[config.mk]
export PLATFORM = sky130hd
export DESIGN_NAME = fetch_queue
export DESIGN_NICKNAME = d
export VERILOG_FILES = /design/src/rtl/riscv_pkg.sv /design/src/rtl/fq_ptr.sv /design/src/rtl/fetch_queue.sv
export SDC_FILE = /design/constraint.sdc
export NUM_CORES = 1
export LEC_CHECK = 0
export ABC_AREA = 1
export ABC_CLOCK_PERIOD_IN_PS = 4120
export CAP_MARGIN = 10
export CORE_UTILIZATION = 41
export CTS_CLUSTER_DIAMETER = 40
export DETAILED_ROUTE_END_ITERATION = 8
export HOLD_SLACK_MARGIN = 0.05
export MAX_ROUTING_LAYER = met4
export SLEW_MARGIN = 20
export SYNTH_ARGS = -nofsm -noshare
export SYNTH_HDL_FRONTEND = slang
export SYNTH_SLANG_ARGS = --single-unit
[constraint.sdc]
create_clock -name clk -period 4.12 [get_ports clk]
set_clock_uncertainty 0.05 [all_clocks]
set_input_delay 0.618 -clock clk [delete_from_list [all_inputs] [get_ports clk]]
set_output_delay 0.618 -clock clk [all_outputs]
set_load 0.03 [all_outputs]
[src/rtl/riscv_pkg.sv]
// Shared fetch-path types: datapath width, canonical NOP and the {pc, inst} entry.
// Imported by the fetch queue and anything else on the IF/ID boundary.
package riscv_pkg;

    localparam int XLEN = 32;
    localparam logic [XLEN-1:0] NOP_INST = 32'h0000_0013;

    typedef struct packed {
        logic [XLEN-1:0] pc;
        logic [XLEN-1:0] inst;
    } fetch_entry_t;

endpackage

[src/rtl/fq_ptr.sv]
// Wrapping queue pointer, modulo DEPTH (power of two); clear wins over increment.
// Latency: registered, 1 cycle. No backpressure; the owner gates i_inc.
module fq_ptr #(
    parameter int DEPTH = 4
) (
    input  logic                     clk,
    input  logic                     rst_n,
    input  logic                     i_inc,
    input  logic                     i_clr,
    output logic [$clog2(DEPTH)-1:0] o_ptr
);

    logic [$clog2(DEPTH)-1:0] r_ptr;

    always_ff @(posedge clk or negedge rst_n) begin
        if (!rst_n) begin
            r_ptr <= '0;
        end else if (i_clr) begin
            r_ptr <= '0;
        end else if (i_inc) begin
            r_ptr <= r_ptr + 1'b1;
        end
    end

    assign o_ptr = r_ptr;

endmodule

[src/rtl/fetch_queue.sv]
// Fetch->decode decoupling FIFO; head is a combinational read, 1-cycle push-to-valid.
// in_ready is pure occupancy (no full pass-through); FETCH_QUEUE_BYPASS_EN adds an empty-queue bypass.
module fetch_queue #(
    parameter int                        DEPTH = 4,
    parameter int                        XLEN  = riscv_pkg::XLEN,
    parameter logic [riscv_pkg::XLEN-1:0] NOP  = riscv_pkg::NOP_INST
) (
    input  logic                       clk,
    input  logic                       reset,
    input  logic                       flush,
    input  logic                       in_valid,
    input  logic [XLEN-1:0]            in_pc,
    input  logic [XLEN-1:0]            in_inst,
    output logic                       in_ready,
    output logic                       out_valid,
    output logic [XLEN-1:0]            out_pc,
    output logic [XLEN-1:0]            out_inst,
    input  logic                       out_ready,
    output logic [$clog2(DEPTH+1)-1:0] count
);
    import riscv_pkg::*;

    localparam int CW = $clog2(DEPTH + 1);
    localparam int PW = $clog2(DEPTH);

    fetch_entry_t    r_mem [DEPTH];
    logic [CW-1:0]   r_count;
    logic [PW-1:0]   w_wr_ptr;
    logic [PW-1:0]   w_rd_ptr;
    logic            w_not_empty;
    logic            w_push;
    logic            w_pop;
    logic            w_byp;

    assign w_not_empty = (r_count != '0);
    assign in_ready    = (r_count != CW'(DEPTH));

`ifdef FETCH_QUEUE_BYPASS_EN
    assign w_byp = !w_not_empty && in_valid && !flush;
`else
    assign w_byp = 1'b0;
`endif

    // A bypassed entry that decode takes this cycle never touches storage.
    assign w_push = in_valid && in_ready && !flush && !(w_byp && out_ready);
    assign w_pop  = w_not_empty && out_ready && !flush;

    fq_ptr #(.DEPTH(DEPTH)) u_wr_ptr (
        .clk   (clk),
        .rst_n (reset),
        .i_inc (w_push),
        .i_clr (flush),
        .o_ptr (w_wr_ptr)
    );

    fq_ptr #(.DEPTH(DEPTH)) u_rd_ptr (
        .clk   (clk),
        .rst_n (reset),
        .i_inc (w_pop),
        .i_clr (flush),
        .o_ptr (w_rd_ptr)
    );

    always_ff @(posedge clk or negedge reset) begin
        if (!reset) begin
            r_count <= '0;
        end else if (flush) begin
            r_count <= '0;
        end else begin
            r_count <= r_count + CW'(w_push) - CW'(w_pop);
        end
    end

    always_ff @(posedge clk) begin
        if (w_push) begin
            r_mem[w_wr_ptr] <= '{pc: in_pc, inst: in_inst};
        end
    end

    always_comb begin
        out_valid = 1'b0;
        out_pc    = '0;
        out_inst  = NOP;
        if (w_not_empty) begin
            out_valid = 1'b1;
            out_pc    = r_mem[w_rd_ptr].pc;
            out_inst  = r_mem[w_rd_ptr].inst;
        end else if (w_byp) begin
            out_valid = 1'b1;
            out_pc    = in_pc;
            out_inst  = in_inst;
        end
    end

    assign count = r_count;

endmodule

# Yosys cells after proc, flatten, opt, wreduce, memory -nomap -nowiden
# Memory sizes are Yosys's and may differ from the RTL's.
# Index checks and enable logic that the tools add are counted.
# word_totals
ff_bits,7
ram_bits,256
inputBits,69
wordCells,27
n_memories,1
# mem_list
memory,words,width,read_ports,rd_clocked_by_memory_dff,wr,line,text
r_mem,4,64,1,0,1,fetch_queue.sv:26,fetch_entry_t r_mem [DEPTH];
# op_classes
add_sub_neg,4
n_eq_ne,1
muxes,10
n_reduce_logical,8
# ops
op,count
32-bit 2-to-1 mux,2
2-bit 2-to-1 mux,4
2-bit by 1-bit adder with 2-bit output (second input constant),2
1-bit logical AND,4
2-bit nonzero test,2
3-bit by 1-bit adder with 3-bit output,1
1-bit 2-to-1 mux,3
3-bit 2-to-1 mux,1
3-bit != test (second input constant),1
3-bit nonzero test,1
3-bit by 1-bit subtractor with 3-bit output,1
1-bit zero test,1

# Depth between registers and ports, before layout
# depth
word_depth,6
depth_mapped,12
mapped_depth_nobuf,12

# Modules after synthesis
# A second synthesis with hierarchy kept.
# hier_totals
cells_unflattened,1060
area_unflattened_um2,11189.5
# modules_own_cells
mod,n_inst,cells_each,area_each_um2,seq_area_each_um2
fetch_queue,1,1038,11016.8,7762.4
fq_ptr,2,11,86.3,50.0

# Worst setup path after synthesis
# Ideal clock, no wire load.
# synth_path
path_kind,register to register
from,"register r_count[1], in the netlist count[1]"
to,"memory r_mem[0][0] (netlist bit), enable pin"
setup_time_ps,487
arrival_ps,3890
setup_slack_ps,-307
path_stages_with_launch,5
n_path_buf,0
synth_period_minus_slack_ps,4427
cell_sequence,dfrtp_1 -> nor2_1 -> nand2_1 -> nand3_1 -> nor2_1
# synth_between
elab_chain_cells,5
# synth_rtl
element,line,text
"start, declared",fetch_queue.sv:27,logic [CW-1:0] r_count;
"start signal, assigned",fetch_queue.sv:70,r_count <= r_count + CW'(w_push) - CW'(w_pop);
3-bit != test,fetch_queue.sv:36,assign in_ready = (r_count != CW'(DEPTH));
net in_ready,fetch_queue.sv:14,"output logic in_ready,"
1-bit logical AND (2 in a row),fetch_queue.sv:45,assign w_push = in_valid && in_ready && !flush && !(w_byp && out_ready);
1-bit 2-to-1 mux,fetch_queue.sv:75,if (w_push) begin
1-bit 2-to-1 mux (not written as such),fetch_queue.sv:76,"r_mem[w_wr_ptr] <= '{pc: in_pc, inst: in_inst};"
"end, declared",fetch_queue.sv:26,
# The timed path passes the listed nets, and every way through them passes these cells.

# Worst setup path after layout
# layout_path
from,"register u_rd_ptr.r_ptr[0], in the netlist u_rd_ptr.o_ptr[0]"
to,output port out_inst[24]
# layout_between
elab_chain_cells,2
# layout_rtl
element,line,text
"start, declared",fq_ptr.sv:13,logic [$clog2(DEPTH)-1:0] r_ptr;
"start signal, assigned",fq_ptr.sv:21,r_ptr <= r_ptr + 1'b1;
memory read 4 x 64 bit,-,
32-bit 2-to-1 mux,fetch_queue.sv:84,if (w_not_empty) begin
"end, declared",fetch_queue.sv:17,"output logic [XLEN-1:0] out_inst,"
# No other way between the ends.

==> flow_metrics.py <==
metrics = {
    "place": {
        "place_ws_ps": 929,
        "gp_congestion": 0.806,
        "place.port_buffers": 137,
        "detailed_place_hpwl_um": 12500,
        "post_dp_cell_area_um2": 12700,
    },
    "worst_setup_path": {
        "r2r_setup_slack_ps": 1710,
        "cp.required_ps": 3450,
        "cp-end-kind": "output pin",
        "critical_path_class": "reg -> out",
        "cp_cell_sequence": "inv_4 -> buf_4 -> nand2_1 -> nand2_1 -> nand2_1 -> a21oi_1 -> clkdlybuf4s50_1",
        "worst_path_largest_cell_delay_ps": 710,
        "cp_common_cell": "nand2_1",
        "critPathArrivalTime_ps": 2860,
        "cpMaxStageDelayCell": "clkdlybuf4s50_1",
        "cp_max_fo": 45,
        "critPathLaunchType": "flop",
    },
    "detailed_routing": {
        "vias": 7056,
        "drtIter0Drc": 493,
        "routedWlPerCell_um": 15.4,
        "viasPerCell": 4.68,
        "first_pass_iters": 7,
        "ant_nets": 0,
        "drc_errors": 12,
        "routed_wl_um": 23200,
    },
    "clock_network": {
        "clock_latency_ps": 490,
        "htreeDepth": 2,
        "cts_buffers": 38,
        "cts_setup_buffers": 0,
        "tritoncts": "done",
        "clkSinkCount": 263,
        "hold_buffers": 0,
        "clkTransAtPathRegs_ps": 50,
        "ctsLongestPathBuffers": 3,
        "root_buffer": "clkbuf_16",
        "cts_resized": 0,
    },
    "timing": {
        "rsz0062_at_grt": "no",
        "slew_headroom_pct": 40.6,
        "tightest_slew_ps": 890,
        "hold_violations": 0,
        "setup_viol_count_final": 0,
        "slew_violations": 0,
        "final.min_clock_period_ps": 3530,
        "max_freq_ghz": 0.283,
        "layout_setup_ws_ps": 590,
        "post-route-period-util_pct": 85.7,
    },
    "hold_path": {
        "hold_path_class": "in -> async",
    },
    "die": {
        "die-area_um2": 27400,
        "io_pins": 138,
        "core_um2": 26100,
        "row_count": 59,
        "die_y_um": 165,
        "die_x_um": 165,
        "start_util_pct": 41.9,
    },
    "cells_and_area": {
        "drive_gt1_share_pct": 7.25,
        "antenna_cells": 0,
        "fillCellCount": 2253,
        "nNetsFinal": 1220,
        "final_common_cell": "nand2_1",
        "design_area_um2": 14000,
        "final_cell_mix": "379 x nand2_1, 256 x edfxtp_1, 141 x inv_1, 137 x clkdlybuf4s50_1, 71 x nand3_1",
        "area_delta_synth_final_pct": 27.7,
    },
    "run_status": {
        "status": "finished, violations left",
        "violations": "DRC",
    },
    "synth": {
        "synth_seq_cells": 263,
        "syn_avg_cell_area_um2": 11.0,
        "synthCells": 999,
        "synth_warnings": 0,
        "syn-cell-area_um2": 11000,
        "syn_nets": 1075,
        "yosysSeqAreaShare_pct": 71.8,
        "synth_cell_types": 19,
    },
    "global_routing": {
        "grtUsageTotal_pct": 17.9,
        "grt_pass1_vias": 6960,
        "antenna_found_initial": 0,
        "grt_overflow": 0,
        "grt_max_degree": 68,
        "grt_pass1_wl_um": 36300,
    },
    "power": {
        "combPwrFrac_pct": 36.6,
        "clkPwrFrac_pct": 31.2,
        "seqPwrFrac_pct": 32.2,
        "p_int_mw": 6.41,
        "sw_frac_of_total_pct": 35.4,
        "power_density_nw_per_um2": 709,
        "p_leak_nw": 5.67,
        "ir_drop_uv": 472,
        "switching_power_mw": 3.52,
    },
    "flow_run": {
        "cap_viol_max_count": 0,
    },
}
## routing by layer
layer	vias to the layer above	global-route usage, %	part of all wire [%]	routed length [um]
met2	164	30.4	50	11600
li1	3562	-	-	-
met3	33	4.05	5.7	1330
met1	3297	21.5	43	9910
met4	0	4.67	1.6	379
met5	-	-	0	0
## logic make-up (layout without fill, tap and decap cells)
group,Yosys count,after routing,synth area share [%]
compound gates,68,68,3.24
fa+ha+maj,7,7,0.868
buf+inv,193,366,7.16
flops,263,263,71.8
simple gates,468,468,17.0
## power by group through the flow
stage / logic (mW) / registers [mW] / clock network (mW)
6_report: 3.64 / 3.19 / 3.10
5_1_grt: 3.96 / 3.21 / 3.28
4_1_cts: 3.70 / 3.19 / 3.17
3_5_place_dp: 3.68 / 3.24 / 0
3_3_place_gp: 3.67 / 3.24 / 0
2_1_floorplan: 2.22 / 3.26 / 0
## state kept, by name, indices dropped and copies added, names as in the netlist
| name | count |
|---|---|
| u_rd_ptr.o_ptr | 2 |
| count | 3 |
| u_wr_ptr.o_ptr | 2 |
| r_mem | 256 |
## through the flow
| step | hold slack, ps | power [mW] | util (%) | setup TNS [ps] | instances |
|---|---|---|---|---|---|
| after global placement | 506 | 6.91 | 48.8 | 0 | 1439 |
| after detailed placement | 510 | 6.92 | 48.8 | 0 | 1439 |
| after CTS | 335 | 10.1 | 53.5 | 0 | 1507 |
| final | 347 | 9.92 | 53.5 | 0 | 1507 |
| after floorplan | 272 | 5.48 | - | -78560 | 999 |
| after global routing | 362 | 10.4 | 53.5 | 0 | 1507 |
## worst max-delay path, delay by kind of cell (launching register included)
family | cells | cell delay [ps]
flops | 1 | 510
simple gates | 3 | 190
buf+inv | 3 | 1470
compound gates | 1 | 200
## synth_stat cells
master | instances | share of area [%]
or2_2 | 1 | 0.057
dfrtp_1 | 7 | 1.6
buf_6 | 1 | 0.10
nand3_1 | 71 | 3.2
buf_2 | 36 | 1.6
a21oi_1 | 62 | 2.8
nand2_1 | 379 | 13
ha_1 | 6 | 0.69
clkbuf_1 | 9 | 0.31
nor2_1 | 12 | 0.41
fa_1 | 1 | 0.18
inv_2 | 3 | 0.10
edfxtp_1 | 256 | 70
o211ai_1 | 6 | 0.41
inv_1 | 141 | 4.8
nand4_1 | 4 | 0.23
nand2_2 | 1 | 0.057
buf_4 | 2 | 0.14
clkinv_1 | 1 | 0.034
## layout make-up
type	instances	area [um2]	share of cell area, %
tap	335	419	3.00
timing repair buffer	153	1570	11.2
clock buffer	52	1100	7.84
inverter	145	547	3.91
clock inverter	16	151	1.08
sequential	263	7870	56.2
multi-input combinational	543	2340	16.7
## final timing paths
| kind | from | to | cells past startpoint |
|---|---|---|---|
| min in group clk | u_wr_ptr.o_ptr[1] | u_wr_ptr.o_ptr[1] | 2 |
| worst min register to register | u_wr_ptr.o_ptr[1] | u_wr_ptr.o_ptr[1] | 2 |
| worst max register to register | count[1] | count[2] | 10 |
| worst min-delay path | reset | count[1] | 1 |
| max in group asynchronous | reset | u_rd_ptr.o_ptr[0] | 1 |
| worst max-delay path | u_rd_ptr.o_ptr[0] | out_inst[24] | 7 |
No activity file was read; power rests on OpenSTA's default activity.
